==> config.mk <==
export PLATFORM = sky130hd
export DESIGN_NAME = pea_result_reader
export DESIGN_NICKNAME = d
export VERILOG_FILES = /design/src/rtl/pea_pkg.sv /design/src/rtl/pea_result_reader.sv
export SDC_FILE = /design/constraint.sdc
export NUM_CORES = 1
export LEC_CHECK = 0
export BUFFER_PORTS_ARGS = -buffer_cell sky130_fd_sc_hd__buf_2
export CAP_MARGIN = 25
export CORE_AREA = 2 2 90 101
export CTS_CLUSTER_DIAMETER = 80
export DETAILED_ROUTE_END_ITERATION = 8
export DIE_AREA = 0 0 92 103
export GPL_TIMING_DRIVEN = 0
export PLACE_DENSITY = 0.75
export SLEW_MARGIN = 20
export SYNTH_ARGS = -nofsm -noshare
export SYNTH_HDL_FRONTEND = slang
export SYNTH_SLANG_ARGS = --single-unit
==> constraint.sdc <==
create_clock -name clk -period 3.9 [get_ports clk]
set_input_delay 0.585 -clock clk [delete_from_list [all_inputs] [get_ports clk]]
set_output_delay 0.585 -clock clk [all_outputs]
set_load 0.005 [all_outputs]
==> src/rtl/pea_pkg.sv <==
// Shared definitions for the PEA result reader: state encoding and parameter defaults.
// Also holds the small helper that decides when the two output FIFOs are out of step.
package pea_pkg;

  localparam int PEA_WIDTH   = 32;
  localparam int PEA_POP_W   = 5;
  localparam int PEA_TIMEOUT = 16;

  typedef logic [2:0] state_t;

  localparam state_t ST_IDLE    = 3'd0;
  localparam state_t ST_READ    = 3'd1;
  localparam state_t ST_CAPTURE = 3'd2;
  localparam state_t ST_PRESENT = 3'd3;
  localparam state_t ST_FLUSH   = 3'd4;

  // True when exactly one of the two FIFOs is empty.
  function automatic logic is_unbalanced(input logic res_empty, input logic sts_empty);
    return res_empty ^ sts_empty;
  endfunction

endpackage

==> src/rtl/pea_result_reader.sv <==
// Pops matched result/status word pairs from the PEA output FIFOs and presents them
// to a valid/ready consumer; also supports flushing and flags persistent FIFO imbalance.
module pea_result_reader
  import pea_pkg::*;
#(
  parameter int WIDTH   = PEA_WIDTH,
  parameter int POP_W   = PEA_POP_W,
  parameter int TIMEOUT = PEA_TIMEOUT
) (
  input  logic             clk,
  input  logic             rst,
  input  logic [POP_W-1:0] result_pop,
  input  logic [POP_W-1:0] status_pop,
  input  logic [WIDTH-1:0] result_data,
  input  logic [WIDTH-1:0] status_data,
  output logic             rd_en_result,
  output logic             rd_en_status,
  input  logic             flush,
  output logic             out_valid,
  input  logic             out_ready,
  output logic [WIDTH-1:0] out_result,
  output logic [WIDTH-1:0] out_status,
  output logic [15:0]      rec_count,
  output logic             mismatch,
  output logic             busy
);

  localparam int TMO_W = $clog2(TIMEOUT + 1);

  state_t           state;
  logic [TMO_W-1:0] tmo_count;
  logic             res_avail;
  logic             sts_avail;
  logic             both_avail;
  logic             unbalanced;

  assign res_avail  = (result_pop != '0);
  assign sts_avail  = (status_pop != '0);
  assign both_avail = res_avail && sts_avail;
  assign unbalanced = is_unbalanced(!res_avail, !sts_avail);
  assign busy       = (state != ST_IDLE);

  // The rd_en strobes are registered and only raised when both populations were
  // non-zero on the deciding edge; nothing else pops, so they can never underflow.
  always_ff @(posedge clk or posedge rst) begin
    if (rst) begin
      state        <= ST_IDLE;
      rd_en_result <= 1'b0;
      rd_en_status <= 1'b0;
      out_valid    <= 1'b0;
      out_result   <= '0;
      out_status   <= '0;
      rec_count    <= '0;
    end else begin
      rd_en_result <= 1'b0;
      rd_en_status <= 1'b0;
      case (state)
        ST_IDLE: begin
          if (flush) begin
            state <= ST_FLUSH;
          end else if (both_avail) begin
            state        <= ST_READ;
            rd_en_result <= 1'b1;
            rd_en_status <= 1'b1;
          end
        end
        ST_READ: begin
          state <= ST_CAPTURE;
        end
        ST_CAPTURE: begin
          out_result <= result_data;
          out_status <= status_data;
          out_valid  <= 1'b1;
          state      <= ST_PRESENT;
        end
        ST_PRESENT: begin
          if (out_ready) begin
            out_valid <= 1'b0;
            rec_count <= rec_count + 16'd1;
            state     <= ST_IDLE;
          end
        end
        ST_FLUSH: begin
          // A strobe cycle is always followed by a gap cycle so the populations settle.
          if (!rd_en_result) begin
            if (both_avail) begin
              rd_en_result <= 1'b1;
              rd_en_status <= 1'b1;
            end else begin
              state <= ST_IDLE;
            end
          end
        end
        default: begin
          state <= ST_IDLE;
        end
      endcase
    end
  end

  // Imbalance watchdog: counts idle cycles with exactly one FIFO empty; the flag is sticky.
  always_ff @(posedge clk or posedge rst) begin
    if (rst) begin
      tmo_count <= '0;
      mismatch  <= 1'b0;
    end else if ((state == ST_IDLE) && unbalanced) begin
      if (tmo_count != TMO_W'(TIMEOUT)) begin
        tmo_count <= tmo_count + TMO_W'(1);
      end
      if (tmo_count == TMO_W'(TIMEOUT - 1)) begin
        mismatch <= 1'b1;
      end
    end else begin
      tmo_count <= '0;
    end
  end

endmodule

* Yosys cells after proc, flatten, opt, wreduce, memory -nomap -nowiden *
Index checks and enable logic that the tools add are counted.

cells by class
  add/sub/neg operators = 2
  $mul = 0
  div/mod/pow operators = 0
  $lt $le $gt $ge = 0
  equality and inequality tests = 11
  shifts and indexed selects = 0
  muxes and demuxes = 14
  bitwise operators = 1
  reductions and logical operators = 13

operator list
  cell                                                                    number
  16-bit by 1-bit adder with 16-bit output (second input constant)        1
  3-bit two-way mux                                                       5
  3-bit case mux with 5 select lines                                      1
  5-bit two-way mux                                                       2
  5-bit nonzero test                                                      2
  3-bit by 2-bit equality test with 1-bit output (second input constant)  2
  2-bit != test (second input constant)                                   3
  2-bit AND reduction                                                     3
  5-bit by 1-bit adder with 5-bit output (second input constant)          1
  5-bit by 4-bit equality test with 1-bit output (second input constant)  1
  5-bit != test (second input constant)                                   1
  1-bit two-way mux                                                       4
  1-bit case mux with 2 select lines                                      2
  4-bit AND reduction                                                     1
  3-bit by 1-bit equality test with 1-bit output (second input constant)  1
  3-bit equality test (second input constant)                             1
  3-bit logical NOT                                                       1
  3-bit != test (second input constant)                                   1
  3-bit nonzero test                                                      1
  1-bit logical AND                                                       2
  1-bit logical NOT                                                       2
  2-bit by 1-bit != test with 1-bit output (second input constant)        1
  2-bit nonzero test                                                      1
  1-bit XOR                                                               1

word-level totals
  register bits = 91
  latch bits = 0
  memory bits (writable) = 0
  bits in read-only memories = 0
  input bits = 78
  output and inout port bits = 85
  memories kept = 0

* Depth between registers and ports, before layout *
Gate-level depths: netlist of the first run.

  depth in word-level cells = 5
  gate-level depth with buffers = 6
  gate-level depth less buffers = 6

* Worst setup path before layout of the first run *
OpenSTA, ideal clock, no wires.

  path kind = input to register
  start = input port out_ready
  end = register rec_count[12]
  arrival = 1515 ps
  slack = 2306 ps
  cell stages on the path = 4
  path buffers = 0
  path through = nand4b_4 or4_4 nor2_2 xor2_1

between the ends
  longest elaborated chain between the ends = 1

RTL lines
  what                           line                     text
  from (decl)                    pea_result_reader.sv:20  input logic out_ready,
  2-bit AND reduction (no line)  --
  to (signal assigned)           pea_result_reader.sv:79  rec_count <= rec_count + 16'd1;
  to (decl)                      pea_result_reader.sv:23  output logic [15:0] rec_count,

No other way between the ends.
A chain may end at the register's enable or synchronous reset.

* Worst setup path after layout of the first run *
  start = register state[0]
  end = output port busy

between the ends
  longest elaborated chain between the ends = 1

RTL lines
  what                    line                     text
  from (decl)             pea_result_reader.sv:30  state_t state;
  from (signal assigned)  pea_result_reader.sv:47  state <= ST_IDLE;
  from (signal assigned)  pea_result_reader.sv:60  state <= ST_FLUSH;
  from (signal assigned)  pea_result_reader.sv:62  state <= ST_READ;
  3-bit nonzero test      pea_result_reader.sv:41  assign busy = (state != ST_IDLE);
  to (decl)               pea_result_reader.sv:25  output logic busy

No other way between the ends.

==> impl_metrics.json, run 1 <==
{
  "status": "finished, final reports clean",
  "synth_top_area_cell": "dfrtp_1",
  "rsz0062_at_grt": "false",
  "ctsHoldBuffers": 0,
  "drtIter0Drc": 30,
  "synth-main-ff-cell": "dfrtp_1",
  "maxCapViolations": 0,
  "grt_overflow": 0,
  "yosysMostFrequentCell": "dfrtp_1",
  "drive_above_1_share_pct": 58.5,
  "powerDensity_nw_per_um2": 727,
  "hpwlAfterDp_mm": 5.74,
  "cp_max_fo": 9,
  "dieArea_um2": 9480,
  "synthTopCellsByArea": "dfrtp_1, mux2_2, xnor2_1",
  "synth_fp_nets": 346,
  "ios": 163,
  "worst_pin_slew_ps": 552,
  "postRouteAntennaNets": 0,
  "worstPathArrival_ps": 1420,
  "syn_inst": 262,
  "grt_pass1_vias": 2621,
  "nets": 520,
  "cp-start-kind": "register",
  "setup_slack_ps": 1900,
  "pre_cts_ws_ps": 2000,
  "syn_to_final_growth_pct": 31.7,
  "worst_slew_margin_rel_pct": 62.9,
  "period_needed_ps": 2000,
  "final-max-slew-violation-count": 0,
  "synth.distinct_cells": 30,
  "synth.avg_cell_area_um2": 14.1,
  "first_pass_iters": 4,
  "synth_edf_count": 0,
  "fin_skew_ps": 9.03,
  "clk_latency_ps": 340,
  "async_flop_share_pct": 100,
  "totalWireLength_mm": 7.52,
  "cts_resized": 0,
  "ir_worst_vdd_uv": 335,
  "slowest_stage": "dfrtp_1",
  "place_congestion": 0.804,
  "worst_hold_slack_ps": 288,
  "vias": 2630,
  "use_met2_pct": 28.5,
  "route.detailed.drc": 0,
  "fp.dieW_um": 92,
  "grt_usage_pct": 16.1,
  "fmax_mhz": 499,
  "placementRows": 36,
  "cts_tree": "yes",
  "p_leak_nw": 2.41,
  "ys_seq_area_share_pct": 61.7,
  "core-area_um2": 8560,
  "cpPeakStageDelay_ps": 370,
  "diodes": 0,
  "syn-cell-area_um2": 3690,
  "fin_setup_tns_ps": 0,
  "crit_required_ps": 3310,
  "post_drt_wl_per_cell_um": 13.6,
  "hp-class": "in2async",
  "critPathTopFamily": "flip-flops",
  "busiest_layer": "met2",
  "finalCritPeriodShare_pct": 51.3,
  "postCtsSetupBuffers": 0,
  "yosysWarningCount": 0,
  "grt_pass1_wl_mm": 12.0,
  "grt_use_met1_pct": 18.1,
  "grt_antenna_before_repair": 0,
  "io_buffers": 162,
  "synth_seq_cells": 91,
  "synthDominantCellAreaShare_pct": 61.7,
  "end_kind": "output port",
  "hold_viol_final": 0,
  "total_power_mw": 3.54,
  "path_cells": "buf_4 -> nor3_1 -> inv_1 -> buf_2",
  "critPathKind": "reg2out",
  "setup_viol": 0,
  "cts_buffer_depth": 2,
  "grt_max_degree": 52,
  "vias_per_cell": 4.74,
  "use_met3_pct": 4.17,
  "cts_buffers": 9,
  "ys_top_cells_by_count": "dfrtp_1, mux2_2, nand2_1",
  "clk_pin_slew_ps": 80,
  "fin_cells": 555,
  "cts_sinks": 91,
  "die_h_um": 103,
  "clockRootBuffer": "clkbuf_8",
  "start_util_pct": 43.2,
  "dpl.cell_count": 539,
  "critPathBufInv": 3,
  "r2r_slack_ps": 2030,
  "fill_cells": 760,
  "cts_htree_levels": 3
}
## path summary, 6_finish.rpt
check | depth (start not counted) | end | startpoint
worst min-delay path | 2 | out_status[4] | rst
max in group asynchronous | 3 | mismatch | rst
worst max-delay path | 4 | busy | state[0]
worst max register to register | 6 | out_result[14] | state[1]
worst min register to register | 1 | mismatch | mismatch
min in group clk | 1 | mismatch | mismatch
## state kept, by name, summed over array words and instances, names as in the netlist
register and cells:
mismatch 1, rec_count 16, state 3, out_result 32, out_valid 1, tmo_count 5
rd_en_status 1, out_status 32
## metrics by stage
stage | instance area, um^2 | util, %
3_5_place_dp | 4680 | 54.6
6_report | 4860 | 56.8
2_1_floorplan | 3690 | -
4_1_cts | 4860 | 56.8
3_3_place_gp | 4650 | 54.3
5_1_grt | 4860 | 56.8
## where the power goes
part           leakage [nW]  internal [mW]  switching [mW]
registers              1.11           1.34           0.204
clock network        0.0947          0.315           0.297
logic                  1.21          0.827           0.556
## worst reg2reg max path: stages (launching register included)
cell,delay [ps]
dfrtp_1,330
buf_4,160
inv_1,70
nor3_1,280
buf_2,310
buf_4,250
mux2_2,350
## logic make-up after synthesis
logic type               Yosys count  synth area share (%)
adder cells (fa/ha/maj)            6                  2.03
flip-flops                        91                  61.7
AO/OA/AOI/OAI                      9                  1.76
XOR/XNOR                          18                  4.27
AND/OR/NAND/NOR                   53                  7.59
multiplexers                      65                  19.8
buffers and inverters             20                  2.91
## area by class of cell
cell class              instances  area [um^2]  area share (%)
flip-flops and latches         91         2280            46.8
multi-input cells             151         1310            26.9
repair buffers                163          838            17.2
clock buffers                  14          153            3.14
well taps                     114          143            2.93
plain buffers                  10         70.1            1.44
inverters                      10         40.0           0.823
clock inverters                 2         35.0           0.720
## layout by cell type (no fill, tap or decap), drive strengths merged, types with 6 or more instances in the layout
cell type,count
dfrtp,91
nor3,8
nand2,14
mux2,64
xnor2,12
ha,6
nor2,13
inv,10
buf,173
clkbuf,14
xor2,6
## metal layers
metal | routed length (um) | vias to the layer above
met4 | 144 | 0
met5 | 0 | -
met3 | 517 | 11
li1 | - | 1250
met2 | 3890 | 95
met1 | 2980 | 1274
Note: power is estimated with default switching activity, not from simulation.
==> inputs of run 2 (changes only) <==
--- a/config.mk
+++ b/config.mk
@@ -7,12 +7,12 @@
 export LEC_CHECK = 0
 export BUFFER_PORTS_ARGS = -buffer_cell sky130_fd_sc_hd__buf_2
 export CAP_MARGIN = 25
-export CORE_AREA = 2 2 90 101
+export CORE_AREA = 2 2 93 104
 export CTS_CLUSTER_DIAMETER = 80
 export DETAILED_ROUTE_END_ITERATION = 8
-export DIE_AREA = 0 0 92 103
+export DIE_AREA = 0 0 95 106
 export GPL_TIMING_DRIVEN = 0
-export PLACE_DENSITY = 0.75
+export PLACE_DENSITY = 0.74
 export SLEW_MARGIN = 20
 export SYNTH_ARGS = -nofsm -noshare
 export SYNTH_HDL_FRONTEND = slang
==> constraint.sdc (replaced) <==
create_clock -name clk -period 1.7 [get_ports clk]
set_input_delay 0.255 -clock clk [delete_from_list [all_inputs] [get_ports clk]]
set_output_delay 0.255 -clock clk [all_outputs]
set_load 0.005 [all_outputs]
==> run 2 against run 1 <==
Compared with the run above:
- die area increased by 6.3%
- register-to-register slack got worse by 2000 ps
- clock skew decreased by 1.5 ps
- core utilization decreased by 2.4 points
- hold slack got worse by 150 ps
- final cell count up 2.0%
- sequential cell count stayed put
- sequential power rose by 130%
- critical endpoint is now rec_count[14]
- highest routed layer unchanged
==> impl_metrics.json, run 2 (synthesized netlist as in run 1, its figures left out) <==
{
  "cts_htree_levels": 3,
  "reg2regPathDepth": 5,
  "ir_worst_vdd_uv": 560,
  "worstPathArrival_ps": 1900,
  "drtIter0Drc": 70,
  "clk_latency_ps": 340,
  "hp-class": "in2reg",
  "ios": 163,
  "drive_above_1_share_pct": 60.4,
  "cp_max_fo": 3,
  "end_kind": "register",
  "cts_tree": "yes",
  "grt_overflow": 0,
  "worst_pin_slew_ps": 624,
  "totalWireLength_mm": 7.91,
  "reg.largest.list": "out_result (32), out_status (32), rec_count (16)",
  "powerDensity_nw_per_um2": 1650,
  "core-area_um2": 9120,
  "clk_pin_slew_ps": 80,
  "vias_per_cell": 4.72,
  "grt_usage_pct": 15.4,
  "placementRows": 37,
  "total_power_mw": 8.19,
  "place_area_um2": 4690,
  "r2r-start": "rec_count[1]",
  "grt_pass1_vias": 2656,
  "status": "finished, final reports clean",
  "maxCapViolations": 0,
  "r2r_slack_ps": 70,
  "fin_util_pct": 54.4,
  "postLayoutCellArea_um2": 4960,
  "syn_to_final_growth_pct": 34.3,
  "diodes": 0,
  "io_buffers": 162,
  "fin_skew_ps": 7.57,
  "clockRootBuffer": "clkbuf_8",
  "vias": 2674,
  "nets": 531,
  "cts_buffer_depth": 2,
  "critPathKind": "reg2reg",
  "setup_viol": 0,
  "cp-start-kind": "register",
  "dpl.cell_count": 543,
  "route.detailed.drc": 0,
  "fmax_mhz": 613,
  "min_to": "out_status[28]",
  "r2r-end": "rec_count[14]",
  "worst_slew_margin_rel_pct": 58.3,
  "layout_common_cells": "buf_2, dfrtp_1, mux2_2",
  "p_leak_nw": 2.45,
  "crit_required_ps": 1960,
  "grt_pass1_wl_mm": 12.1,
  "place_congestion": 0.748,
  "final_common_cell": "buf_2",
  "hpwlAfterDp_mm": 5.94,
  "grt_max_degree": 35,
  "hold_viol_final": 0,
  "setup_slack_ps": 67.7,
  "fin_cells": 566,
  "hold_start": "status_data[28]",
  "first_pass_iters": 4,
  "cts_sinks": 91,
  "postRouteAntennaNets": 0,
  "start_util_pct": 40.5,
  "dieArea_um2": 10100,
  "whs_path_depth": 2,
  "finalCritPeriodShare_pct": 96.0,
  "cts_buffers": 9,
  "fp.dieW_um": 95,
  "pre_cts_ws_ps": -138,
  "post_drt_wl_per_cell_um": 14.0,
  "period_needed_ps": 1630,
  "grt_antenna_before_repair": 0,
  "die_h_um": 106,
  "final-max-slew-violation-count": 0
}
==> run 2: cell count changes in the layout (fill, tap and decap cells not counted), moves of 2 or more <==
cell,before,now
nor3_1,8,6
buf_4,8,16
buf_6,0,2
buf_12,0,2
==> run 2: layout make-up <==
class	count	area (um^2)
buffer	10	80.1
clock buffer	13	149
fill	817	4160
inverter	10	41.3
multi-input combinational	151	1340
sequential	91	2280
tap	117	146
timing repair buffer	174	928
==> run 2: through the flow <==
step           setup TNS, ps  hold WS [ps]
6_report                   0           141
4_1_cts                    0           115
2_1_floorplan              0           360
5_1_grt                -3.22           121
3_3_place_gp          -20150           446
3_5_place_dp           -5180           370
==> run 2: how the worst max path moves through the flow <==
stage | from | end | slack, ps | cells past startpoint
finish | rec_count[1] | rec_count[14] | 70 | 5
global route | rec_count[1] | rec_count[14] | -3 | 5
CTS | state[2] | rec_count[13] | 3 | 4
detailed placement | state[0] | out_result[18] | -140 | 5
global placement | rst | out_result[18] | -190 | 2
floorplan | state[0] | out_result[19] | 150 | 5
==> run 2: timing repair <==
action	in CTS	in global routing
pin swaps	0	4
hold buffers	1	0
cloned	0	0
endpoints found under the hold margin	25	0
buffers inserted	2	7
setup endpoints to repair	50	55
resized for setup	4	6
==> run 2: where the power goes <==
group          leakage [nW]  internal [mW]  total, mW  switching, mW
logic                  1.27           2.07       3.46           1.39
registers              1.11           3.07       3.52          0.451
clock network        0.0754          0.551       1.22          0.665
==> run 2: critical path: stages (launching register included) <==
cell	delay [ps]
dfrtp_1	380
ha_2	210
nand3_1	100
or4_4	600
nor2_1	150
xnor2_1	120
==> run 2: layer usage <==
| layer | wire length [um] | track usage, % |
|---|---|---|
| met3 | 492 | 3.05 |
| met1 | 3270 | 18.1 |
| met2 | 4030 | 26.9 |
| met4 | 115 | 7.25 |
| met5 | 0 | 0 |
==> inputs of run 3 (changes only) <==
--- a/config.mk
+++ b/config.mk
@@ -11,8 +11,8 @@
 export CTS_CLUSTER_DIAMETER = 80
 export DETAILED_ROUTE_END_ITERATION = 8
 export DIE_AREA = 0 0 95 106
-export GPL_TIMING_DRIVEN = 0
 export PLACE_DENSITY = 0.74
+export REMOVE_ABC_BUFFERS = 1
 export SLEW_MARGIN = 20
 export SYNTH_ARGS = -nofsm -noshare
 export SYNTH_HDL_FRONTEND = slang
==> run 3 against run 2 <==
Compared with the run above:
- clock power is 57% higher
- critical path type unchanged
- highest routed layer unchanged
- maximum frequency up 2.1%
- sequential share of layout area fell by 0.42 points
- largest cell class unchanged
- combinational power fell by 7.5%
==> impl_metrics.json, run 3 (synthesized netlist as in run 1, its figures left out) <==
{
  "status": "finished, final reports clean",
  "p_leak_nw": 2.46,
  "cp-start-kind": "register",
  "cp_max_fo": 6,
  "drtIter0Drc": 25,
  "place_congestion": 0.718,
  "fmax_mhz": 626,
  "worst_slew_margin_rel_pct": 72.1,
  "nets": 519,
  "grt_pass1_wl_mm": 11.7,
  "pwr-share-clk_pct": 22.0,
  "ir_worst_vdd_uv": 782,
  "ios": 163,
  "totalWireLength_mm": 7.45,
  "grt_max_degree": 66,
  "clockRootBuffer": "clkbuf_8",
  "powerDensity_nw_per_um2": 1730,
  "cts_htree_levels": 3,
  "hpwlAfterDp_mm": 5.56,
  "start_util_pct": 40.5,
  "r2r_slack_ps": 100,
  "postRouteAntennaNets": 0,
  "finalCritPeriodShare_pct": 94.0,
  "p_int_mw": 6.19,
  "grt_pass1_vias": 2613,
  "busiest_layer": "met2",
  "period_needed_ps": 1600,
  "grt_usage_pct": 14.9,
  "fp.dieW_um": 95,
  "first_pass_iters": 4,
  "drive_above_1_share_pct": 59.5,
  "setup_viol": 0,
  "vias": 2612,
  "cts_buffer_depth": 2,
  "rsz0062_at_grt": "false",
  "grt_use_met1_pct": 18.0,
  "reg.largest.list": "out_result (32), out_status (32), rec_count (16)",
  "grt_overflow": 0,
  "cts_tree": "yes",
  "grt_antenna_before_repair": 0,
  "maxCapViolations": 0,
  "multi_input_area_um2": 1330,
  "final_common_cell": "buf_2",
  "fill_cells": 781,
  "placementRows": 37,
  "clk_pin_slew_ps": 90,
  "route.detailed.drc": 0,
  "clk_latency_ps": 340,
  "p_sw_share_pct": 28.6,
  "core-area_um2": 9120,
  "p_switching_mw": 2.47,
  "fin_cells": 557,
  "use_met2_pct": 25.2,
  "layout_common_cells": "buf_2, dfrtp_1, mux2_2",
  "crit_required_ps": 1970,
  "use_met3_pct": 4.25,
  "seq_power_share_pct": 41.1,
  "dieArea_um2": 10100,
  "post_drt_wl_per_cell_um": 13.4,
  "cts_sinks": 91,
  "final-max-slew-violation-count": 0,
  "die_h_um": 106,
  "critPathKind": "reg2reg",
  "diodes": 0,
  "vias_per_cell": 4.69,
  "end_kind": "register",
  "seq_area_um2": 2280,
  "dpl.cell_count": 539,
  "worst_pin_slew_ps": 417,
  "cts_buffers": 9,
  "hp-class": "in2reg",
  "fin_skew_ps": 6.70,
  "worst_hold_slack_ps": 139,
  "worstPathArrival_ps": 1870,
  "p_comb_share_pct": 36.9,
  "hold_viol_final": 0,
  "syn_to_final_growth_pct": 35.6,
  "io_buffers": 162
}
run 3: changes by cell type in the layout (fill, tap and decap cells not counted), sizes merged:
| cell | change |
|---|---|
| buf | -13 |
| bufinv | +4 |
| clkinv | +1 |
| clkinvlp | -1 |
run 3: worst paths after layout:
path,to,from,cells after the start
setup / recovery,rec_count[14],state[2],4
hold / removal,out_status[13],status_data[13],2
setup reg to reg,rec_count[14],state[2],4
min in group asynchronous,rec_count[6],rst,3
max in group asynchronous,out_status[3],rst,4
hold reg to reg,mismatch,mismatch,1
run 3: critical path: stages (launching register included):
cell,delay (ps)
dfrtp_1,430
nand4b_4,230
or4_4,590
nor2_1,150
xnor2_1,130
run 3: timing repair:
item | 4_1_cts | 5_1_grt
pin swaps | 0 | 1
resized for setup | 1 | 6
endpoints found under the setup margin | 1 | 44
endpoints found under the hold margin | 19 | 0
buffers inserted | 0 | 0
hold buffers | 1 | 0
gates cloned | 0 | 1
run 3: per-layer routing:
layer,vias up,wire [um]
met5,-,0
li1,1250,-
met3,7,498
met4,0,82
met2,102,3690
met1,1253,3190
run 3: area by class of cell:
type / count / area share [%]
timing repair buffer: 172 / 18.7
multi-input combinational: 151 / 26.6
clock buffer: 12 / 3.10
clock inverter: 4 / 2.40
inverter: 10 / 0.774
sequential: 91 / 45.5
tap: 117 / 2.92
run 3: power groups by stage:
| stage | Sequential (mW) | Clock, mW | Combinational [mW] |
|---|---|---|---|
| finish | 3.56 | 1.91 | 3.20 |
| CTS | 3.57 | 1.97 | 3.17 |
| global route | 3.68 | 2.07 | 3.51 |
| floorplan | 3.65 | 0 | 1.23 |
| detailed placement | 3.61 | 0 | 3.16 |
| global placement | 3.56 | 0 | 3.06 |
run 3: stage by stage:
stage                     util [%]  setup slack, ps  total power, mW  instance area [um^2]  TNS [ps]
after floorplan                  -            -4020             4.88                  3620   -344510
after global placement        51.4              134             6.62                  4680         0
after detailed placement      51.4             74.5             6.77                  4680         0
after CTS                     54.5             24.5             8.71                  4970         0
after global routing          54.9             16.6             9.27                  5010         0
final                         54.9              102             8.66                  5010         0
